<file path="src/rtl/ripple_count_capture_pkg.sv">
// Shared defaults and state encoding for the ripple counter capture path.
package ripple_count_capture_pkg;

   // Defaults shared with the ripple counter and display blocks
   localparam int unsigned IN_W_DEF          = 4;
   localparam int unsigned COUNT_W_DEF       = 12;
   localparam int unsigned SYNC_STAGES_DEF   = 2;
   localparam int unsigned STABLE_CYCLES_DEF = 2;
   localparam int unsigned MAX_STEP_DEF      = 8;
   localparam int unsigned THRESH_DEF        = 100;

   // Capture state: waiting for a first settled value, or tracking wraps
   typedef enum logic {
      ST_ACQ   = 1'b0,
      ST_TRACK = 1'b1
   } state_e;

endpackage : ripple_count_capture_pkg

</file>
<file path="src/rtl/ripple_count_capture_sync_bus.sv">
// Per-bit multi-flop synchronizer for an asynchronous bus.
// syn is the final stage; syn_pre is the stage feeding it, so the consumer
// can see a value that is about to land and compare it against the one held.
module sync_bus #(
   parameter int unsigned W      = 4,
   parameter int unsigned STAGES = 2
) (
   input  logic         clk,
   input  logic         reset,
   input  logic [W-1:0] d,
   output logic [W-1:0] syn,
   output logic [W-1:0] syn_pre
);

   logic [STAGES-1:0][W-1:0] stage_q;
   logic [STAGES-1:0][W-1:0] stage_d;

   // Shift the raw input one stage deeper each clock
   always_comb begin
      stage_d    = stage_q;
      stage_d[0] = d;
      for (int unsigned i = 1; i < STAGES; i++) begin
         stage_d[i] = stage_q[i-1];
      end
   end

   // Synchronizer flops
   always_ff @(posedge clk or negedge reset) begin
      if (!reset) begin
         stage_q <= '0;
      end else begin
         stage_q <= stage_d;
      end
   end

   assign syn     = stage_q[STAGES-1];
   assign syn_pre = stage_q[STAGES-2];

endmodule : sync_bus

</file>
<file path="src/rtl/ripple_count_capture.sv">
// Clock-domain consumer of the asynchronous ripple counter: synchronizes,
// accepts only settled values, extends the count across wraps and raises
// threshold / overflow / step-error flags.
module ripple_count_capture
   import ripple_count_capture_pkg::*;
#(
   parameter int unsigned        IN_W          = IN_W_DEF,
   parameter int unsigned        COUNT_W       = COUNT_W_DEF,
   parameter int unsigned        SYNC_STAGES   = SYNC_STAGES_DEF,
   parameter int unsigned        STABLE_CYCLES = STABLE_CYCLES_DEF,
   parameter int unsigned        MAX_STEP      = MAX_STEP_DEF,
   parameter logic [COUNT_W-1:0] THRESH        = COUNT_W'(THRESH_DEF)
) (
   input  logic               clk,
   input  logic               reset,
   input  logic [IN_W-1:0]    cnt_in,
   input  logic               clear,
   output logic               valid,
   output logic [COUNT_W-1:0] count_out,
   output logic               wrap_pulse,
   output logic               thresh_hit,
   output logic               ovf,
   output logic               step_err
);

   localparam int unsigned EXT_W  = COUNT_W - IN_W;
   localparam int unsigned STAB_W = $clog2(STABLE_CYCLES + 1);
   localparam logic [STAB_W-1:0] STAB_MAX = STAB_W'(STABLE_CYCLES);

   logic [IN_W-1:0]   syn;
   logic [IN_W-1:0]   syn_pre;

   logic [STAB_W-1:0] stab_q,     stab_d;
   state_e            state_q,    state_d;
   logic              valid_q,    valid_d;
   logic [EXT_W-1:0]  ext_q,      ext_d;
   logic [IN_W-1:0]   low_q,      low_d;
   logic              wrap_q,     wrap_d;
   logic              thresh_q,   thresh_d;
   logic              ovf_q,      ovf_d;
   logic              step_err_q, step_err_d;

   logic              accept_c;
   logic [IN_W-1:0]   step_c;

   sync_bus #(
      .W      (IN_W),
      .STAGES (SYNC_STAGES)
   ) u_sync (
      .clk     (clk),
      .reset   (reset),
      .d       (cnt_in),
      .syn     (syn),
      .syn_pre (syn_pre)
   );

   // Settling filter: count consecutive cycles where the incoming synced
   // value matches the held one; accept once when the count saturates
   always_comb begin
      stab_d   = stab_q;
      accept_c = 1'b0;
      if (syn_pre != syn) begin
         stab_d = '0;
      end else if (stab_q != STAB_MAX) begin
         stab_d = stab_q + STAB_W'(1);
      end
      accept_c = (stab_d == STAB_MAX) && (stab_q != STAB_MAX);
      if (clear) begin
         stab_d   = '0;
         accept_c = 1'b0;
      end
   end

   // Acquire/track FSM with wrap extension and sticky flags
   always_comb begin
      state_d    = state_q;
      valid_d    = valid_q;
      ext_d      = ext_q;
      low_d      = low_q;
      wrap_d     = 1'b0;
      ovf_d      = ovf_q;
      step_err_d = step_err_q;
      step_c     = syn - low_q;
      thresh_d   = valid_q && ({ext_q, low_q} >= THRESH);

      if (clear) begin
         state_d    = ST_ACQ;
         valid_d    = 1'b0;
         ext_d      = '0;
         low_d      = '0;
         ovf_d      = 1'b0;
         step_err_d = 1'b0;
         thresh_d   = 1'b0;
      end else if (accept_c) begin
         case (state_q)
            ST_ACQ: begin
               low_d   = syn;
               ext_d   = '0;
               valid_d = 1'b1;
               state_d = ST_TRACK;
            end
            ST_TRACK: begin
               if (syn != low_q) begin
                  low_d = syn;
                  // A lower value means the ripple counter passed all-ones
                  if (syn < low_q) begin
                     wrap_d = 1'b1;
                     ext_d  = ext_q + EXT_W'(1);
                     if (&ext_q) begin
                        ovf_d = 1'b1;
                     end
                  end
                  if (32'(step_c) > MAX_STEP) begin
                     step_err_d = 1'b1;
                  end
               end
            end
            default: begin
               state_d = ST_ACQ;
            end
         endcase
      end
   end

   // State and output registers
   always_ff @(posedge clk or negedge reset) begin
      if (!reset) begin
         stab_q     <= '0;
         state_q    <= ST_ACQ;
         valid_q    <= 1'b0;
         ext_q      <= '0;
         low_q      <= '0;
         wrap_q     <= 1'b0;
         thresh_q   <= 1'b0;
         ovf_q      <= 1'b0;
         step_err_q <= 1'b0;
      end else begin
         stab_q     <= stab_d;
         state_q    <= state_d;
         valid_q    <= valid_d;
         ext_q      <= ext_d;
         low_q      <= low_d;
         wrap_q     <= wrap_d;
         thresh_q   <= thresh_d;
         ovf_q      <= ovf_d;
         step_err_q <= step_err_d;
      end
   end

   assign valid      = valid_q;
   assign count_out  = {ext_q, low_q};
   assign wrap_pulse = wrap_q;
   assign thresh_hit = thresh_q;
   assign ovf        = ovf_q;
   assign step_err   = step_err_q;

endmodule : ripple_count_capture

</file>
<file path="config.mk">
export PLATFORM = sky130hd
export DESIGN_NAME = ripple_count_capture
export DESIGN_NICKNAME = d
export VERILOG_FILES = /design/src/rtl/ripple_count_capture_pkg.sv /design/src/rtl/ripple_count_capture_sync_bus.sv /design/src/rtl/ripple_count_capture.sv
export SDC_FILE = /design/constraint.sdc
export NUM_CORES = 1
export LEC_CHECK = 0
export BUFFER_PORTS_ARGS = -buffer_cell sky130_fd_sc_hd__buf_2
export CAP_MARGIN = 10
export CORE_ASPECT_RATIO = 1.25
export CORE_UTILIZATION = 50
export DETAILED_ROUTE_END_ITERATION = 10
export GPL_TIMING_DRIVEN = 0
export PLACE_DENSITY = 0.81
export REMOVE_ABC_BUFFERS = 1
export SLEW_MARGIN = 10
export SYNTH_ARGS = -nofsm -noshare
export SYNTH_HDL_FRONTEND = slang
export SYNTH_SLANG_ARGS = --single-unit
</file>
<file path="constraint.sdc">
create_clock -name clk -period 2.6 [get_ports clk]
set_input_delay 0.39 -clock clk [delete_from_list [all_inputs] [get_ports clk]]
set_output_delay 0.39 -clock clk [all_outputs]
set_load 0.05 [all_outputs]
</file>
### After elaboration in Yosys (flattened, before gate mapping)

Cells that the tools add are included.

| storage, ports and cells | value |
|---|---|
| register bits | 28 |
| bits of input ports | 7 |
| word-level logic and storage cells | 74 |
| output and inout port bits | 17 |

| operators by class | value |
|---|---|
| add/subtract/negate cells | 3 |
| reductions and logical operators | 14 |
| bitwise logic cells | 1 |
| multiplexer cells | 35 |
| magnitude comparators | 3 |
| eq/ne operators | 7 |

Operators with widths:

| cell | count |
|---|---|
| two-way mux 8 bit | 4 |
| two-way mux 1 bit | 23 |
| case mux 8 bit (2 select lines) | 1 |
| greater-or-equal comparator 12 x 7 -> 1 bit, second input constant | 1 |
| two-way mux 4 bit | 3 |
| nonzero test 2 bit | 6 |
| adder 8 x 1 -> 8 bit, second input constant | 1 |
| inequality test 4 bit | 2 |
| case mux 4 bit (2 select lines) | 1 |
| AND reduction 8 bit | 1 |
| two-way mux 2 bit | 3 |
| inequality test 3 x 2 -> 1 bit, second input constant | 2 |
| AND reduction 5 bit | 1 |
| > comparator 4 bit, second input constant | 1 |
| less-than comparator 4 bit | 1 |
| inequality test 2 bit, second input constant | 2 |
| AND reduction 2 bit | 2 |
| AND reduction 4 bit | 1 |
| subtractor 4 bit | 1 |
| AND reduction 3 bit | 1 |
| adder 2 x 1 -> 2 bit, second input constant | 1 |
| equality test 2 bit, second input constant | 1 |
| logical AND 1 bit | 2 |
| NOT 1 bit | 1 |

### Depth between registers and ports, before layout

| depth | value |
|---|---|
| depth after elaboration | 8 |
| mapped depth | 9 |
| mapped depth without buffers | 9 |

### Modules after synthesis

From an unflattened synthesis, not the netlist that was laid out.

| second synthesis, totals | value |
|---|---|
| cell total of the unflattened synthesis | 133 |
| area, all modules | 1,438.9 µm² |

By module, submodules not included:

| module | seq. area each (µm²) | times used | cells an instance | area each (µm²) |
|---|---|---|---|---|
| ripple_count_capture | 500.5 | 1 | 125 | 1,238.7 |
| sync_bus | 200.2 | 1 | 8 | 200.2 |

### Worst setup path before layout

No wires, ideal clock.

| path | value |
|---|---|
| path kind | register to register |
| start | register low_q[0] |
| end | register ext_q[7] |
| stages on the path, launching flop included | 9 |
| required time | 2.518 ns |
| clock period less this slack | 2.617 ns |
| setup time | 0.082 ns |
| setup slack | -0.017 ns |
| buffers on the path | 0 |
| arrival time | 2.535 ns |
| path through | dfrtp_1 ha_1 inv_1 fa_1 a21o_1 a211oi_4 nand4_1 or4_1 a31oi_1 |

| on the way | value |
|---|---|
| cells in the longest elaborated chain, start to end | 3 |
| elaborated cells on any way between the ends | 5 |
| those cells by class | order compare (1); eq/ne (3); reduce/logical (1) |

Ends and longest elaborated chain:

| element | line | RTL |
|---|---|---|
| start: declaration | ripple_count_capture.sv:37 | `logic [IN_W-1:0] low_q, low_d;` |
| start signal: assignment | ripple_count_capture.sv:142 | `low_q <= low_d;` |
| less-than comparator 4 bit / inequality test 4 bit (equally long branches) | ripple_count_capture.sv:106, ripple_count_capture.sv:103 |  |
| inequality test 3 x 2 -> 1 bit (no source line) | - |  |
| AND reduction 3 bit (no source line) (*) | - |  |
| end signal: assignment | ripple_count_capture.sv:141 | `ext_q <= ext_d;` |
| end: declaration | ripple_count_capture.sv:36 | `logic [EXT_W-1:0] ext_q, ext_d;` |

Every way passes the cells marked *; elsewhere a longest branch is shown, timed or not.
A chain may end at the register's enable or synchronous reset.

### Worst setup path in the final report

| path | value |
|---|---|
| start | register u_sync.stage_q (netlist bit u_sync.syn[0]) |
| end | register ext_q[7] |

| on the way | value |
|---|---|
| cells in the longest elaborated chain, start to end | 7 |
| elaborated cells on any way between the ends | 11 |
| those cells by class | order compare (1); eq/ne (5); mux (2); reduce/logical (3) |

Ends and longest elaborated chain:

| element | line | RTL |
|---|---|---|
| start: declaration | ripple_count_capture_sync_bus.sv:15 | `logic [STAGES-1:0][W-1:0] stage_q;` |
| start signal: assignment | ripple_count_capture_sync_bus.sv:32 | `stage_q <= stage_d;` |
| inequality test 4 bit | ripple_count_capture.sv:62 | `if (syn_pre != syn) begin` |
| two-way mux 2 bit | ripple_count_capture.sv:62 |  |
| equality test 2 bit | ripple_count_capture.sv:67 | `accept_c = (stab_d == STAB_MAX) && (stab_q != STAB_MAX);` |
| logical AND 1 bit | ripple_count_capture.sv:67 |  |
| two-way mux 1 bit | ripple_count_capture.sv:68 | `if (clear) begin` |
| nonzero test 2 bit (no source line) | - |  |
| AND reduction 3 bit (no source line) (*) | - |  |

Marked as above.

==> flow_summary.yaml <==
floorplan:
  die_area_um2: 3067
  initial_core_util_pct: 53.13
  rows: 21
  core_area_um2: 2680
  die_w_um: 49.73
  num_io_pins: 24
  dieHeight_um: 61.67
drt:
  firstDrtPassIters: 7
  final_antenna_net_count: 0
  wl_per_cell_um: 13.66
  drt-initial-drc-count: 26
  drc: 0
  vias: 1103
  via_per_inst: 5.805
  wl_um: 2596
clock_network:
  cts_tree: "yes"
  ctsHtreeMaxLevel: 1
  ctsResizeCount: 0
  clk_pin_slew_ps: 140
  clk_latency_ps: 320
  cts-buffers-inserted: 3
  clock_tree.root_cell: "clkbuf_4"
  cts_num_sinks: 28
  clk_path_buf_depth: 2
finish:
  fin_cells: 190
  antenna_cells: 0
  drive_gt1_share_pct: 22.44
  syn_to_final_growth_pct: 11.95
  fin_nets: 174
timing:
  fin_ws_ps: 133.7
  slew_headroom_pct: 60.20
  tns_ps: 0
  period_minus_slack_ps: 2466
  tightest_slew_ps: 597.1
  hold_viol: 0
  drv_slew: 0
  finClkSkew_ps: 6.938
  rsz0062_at_grt: "no"
  fin_crit_sh_pct: 94.86
  setup_viol: 0
  max_freq_ghz: 0.4055
power_and_ir_drop:
  p_per_area_nw_per_um2: 420.3
  irDropWorstVdd_mv: 0.2927
  p_switching_mw: 0.1538
  pwr-share-clk_pct: 25.3
  p_leak_nw: 0.7634
  p_int_mw: 0.5161
  combPwrFrac_pct: 7.8
  swShare_pct: 22.96
  sequentialPowerShare_pct: 66.9
grt:
  grt_max_degree: 29
  gr-usage-all-layers_pct: 19.15
  grt_overflow: 0
  grt_pass1_wl_um: 4402
  antenna_found_initial: 0
  grt_pass1_vias: 1053
logic_synthesis:
  seq_area_frac_synth_pct: 49.21
  netlist_instances: 131
  ys_warn_count: 0
  avgSynthCellArea_um2: 10.87
  async_flop_share_pct: 100.0
  ys_ff_latch: 28
  synthFlopType: "dfrtp_1"
  synth_edf_count: 0
  yosysUniqueCellTypes: 36
  synth_area_um2: 1424
placed_design:
  io_buffers: 23
  dp_cells: 185
  pre_cts_ws_ps: 110.3
  place.detailed.hpwl_um: 1861
  place.gp.congestion: 0.8892
job:
  maxCapViolations: 0
critical_path:
  worstSetupPathType: "flip-flop to flip-flop"
  r2r_cells: 9
  crit_fanout: 8
  required_ps: 2860
  worst_setup_path_start_kind: "flip-flop"
  cp-end-kind: "flip-flop"
  arrival_ps: 2720
run_status:
  status: "finished clean"
min_path:
  hold_path.class: "primary input to asynchronous set/reset pin"
-- what timing repair did --
item                       4_1_cts  5_1_grt
hold buffers                     0        0
setup endpoints to repair        0        2
buffers inserted                 0        2
-- cell type report --
cell class              instances  area (um2)
fillers                       251        1086
flip-flops and latches         28       700.7
multi-input cells              87       649.4
repair buffers                 25       130.1
inverters                      13       48.80
well taps                      34       42.54
clock buffers                   3       22.52
-- critical path: stages (launching register included) --
cell and delay [ps]:
dfrtp_1 430, inv_1 70, ha_1 130, inv_1 60, fa_1 410, a21o_1 210, a211oi_4 370, nand4_1 160
or4_1 410, a31oi_1 170
-- metal layers --
metal	vias to the layer above	part of all wire [%]	global-route usage, %
li1	522	-	-
met1	524	42	22.04
met2	47	52	33.98
met3	10	3.9	2.963
met4	0	2.5	11.84
met5	-	0	0
-- cell usage in the layout, fill, tap and decap left out, drive strengths merged, types with 2 or more instances in the layout --
master and n:
dfrtp 28, buf 25, inv 13, nand2 11, nand3 8, ha 8
a21oi 6, nor2 6, a31oi 5, and3 5, xor2 4, mux2i 4
or4 4, nand4 3, clkbuf 3, and4 3, o211ai 2, a21o 2
xnor2 2, o32ai 2, nor4 2
-- power groups by stage --
| stage | registers, mW | clock network (mW) | logic [mW] |
|---|---|---|---|
| 2_1_floorplan | 0.455 | 0 | 0.0285 |
| 3_3_place_gp | 0.456 | 0 | 0.0477 |
| 3_5_place_dp | 0.457 | 0 | 0.0492 |
| 4_1_cts | 0.448 | 0.178 | 0.0496 |
| 5_1_grt | 0.449 | 0.197 | 0.0585 |
| 6_report | 0.448 | 0.169 | 0.0525 |
-- stage by stage --
stage | hold slack, ps | instance area [um2] | utilization (%) | power [mW]
3_5_place_dp | 382.2 | 1556 | 58.08 | 0.5058
6_report | 51.31 | 1594 | 59.48 | 0.6700
5_1_grt | 87.16 | 1594 | 59.48 | 0.7050
4_1_cts | 68.50 | 1579 | 58.92 | 0.6761
3_3_place_gp | 378.8 | 1556 | 58.08 | 0.5038
2_1_floorplan | 94.41 | 1399 | - | 0.4838
-- cell usage after synthesis (all sizes together) (4+ instances only) --
master / count / area [um2]
or4: 4 / 30.03
nor2: 6 / 22.52
nand2: 11 / 43.80
dfrtp: 28 / 700.7
inv: 13 / 48.80
xor2: 4 / 35.03
and3: 5 / 33.78
mux2i: 4 / 40.04
a21oi: 6 / 30.03
ha: 8 / 100.1
a31oi: 5 / 31.28
nand3: 8 / 40.04
-- logic make-up (layout without fill, tap and decap cells) --
family / count (synthesis) / in the layout / share of synthesized area, %
AND/OR/NAND/NOR: 45 / 45 / 18.89
flip-flops: 28 / 28 / 49.21
AO/OA/AOI/OAI: 23 / 23 / 11.77
buffers and inverters: 16 / 41 / 5.184
adder cells (fa/ha/maj): 9 / 9 / 8.436
XOR/XNOR: 6 / 6 / 3.691
multiplexers: 4 / 4 / 2.812
-- flip-flops by register name, summed over array words and instances (netlist names), 2 cells and up --
signal	flops
u_sync.syn_pre	4
ext_q	8
low_q	4
u_sync.syn	4
stab_q	2
-- path summary, 6_finish.rpt --
check / to / start / slack, ps
max in group asynchronous: u_sync.syn_pre[0]$_DFF_PN0_ / reset / 2160
setup / recovery: ext_q[7]$_DFFE_PN0P_ / u_sync.syn[0]$_DFF_PN0_ / 130
hold / removal: ext_q[3]$_DFFE_PN0P_ / reset / 50
hold reg to reg: u_sync.syn[0]$_DFF_PN0_ / u_sync.syn_pre[0]$_DFF_PN0_ / 410
min in group clk: u_sync.syn_pre[3]$_DFF_PN0_ / cnt_in[3] / 160
setup reg to reg: ext_q[7]$_DFFE_PN0P_ / u_sync.syn[0]$_DFF_PN0_ / 130
(Power assumes the default switching activity.)
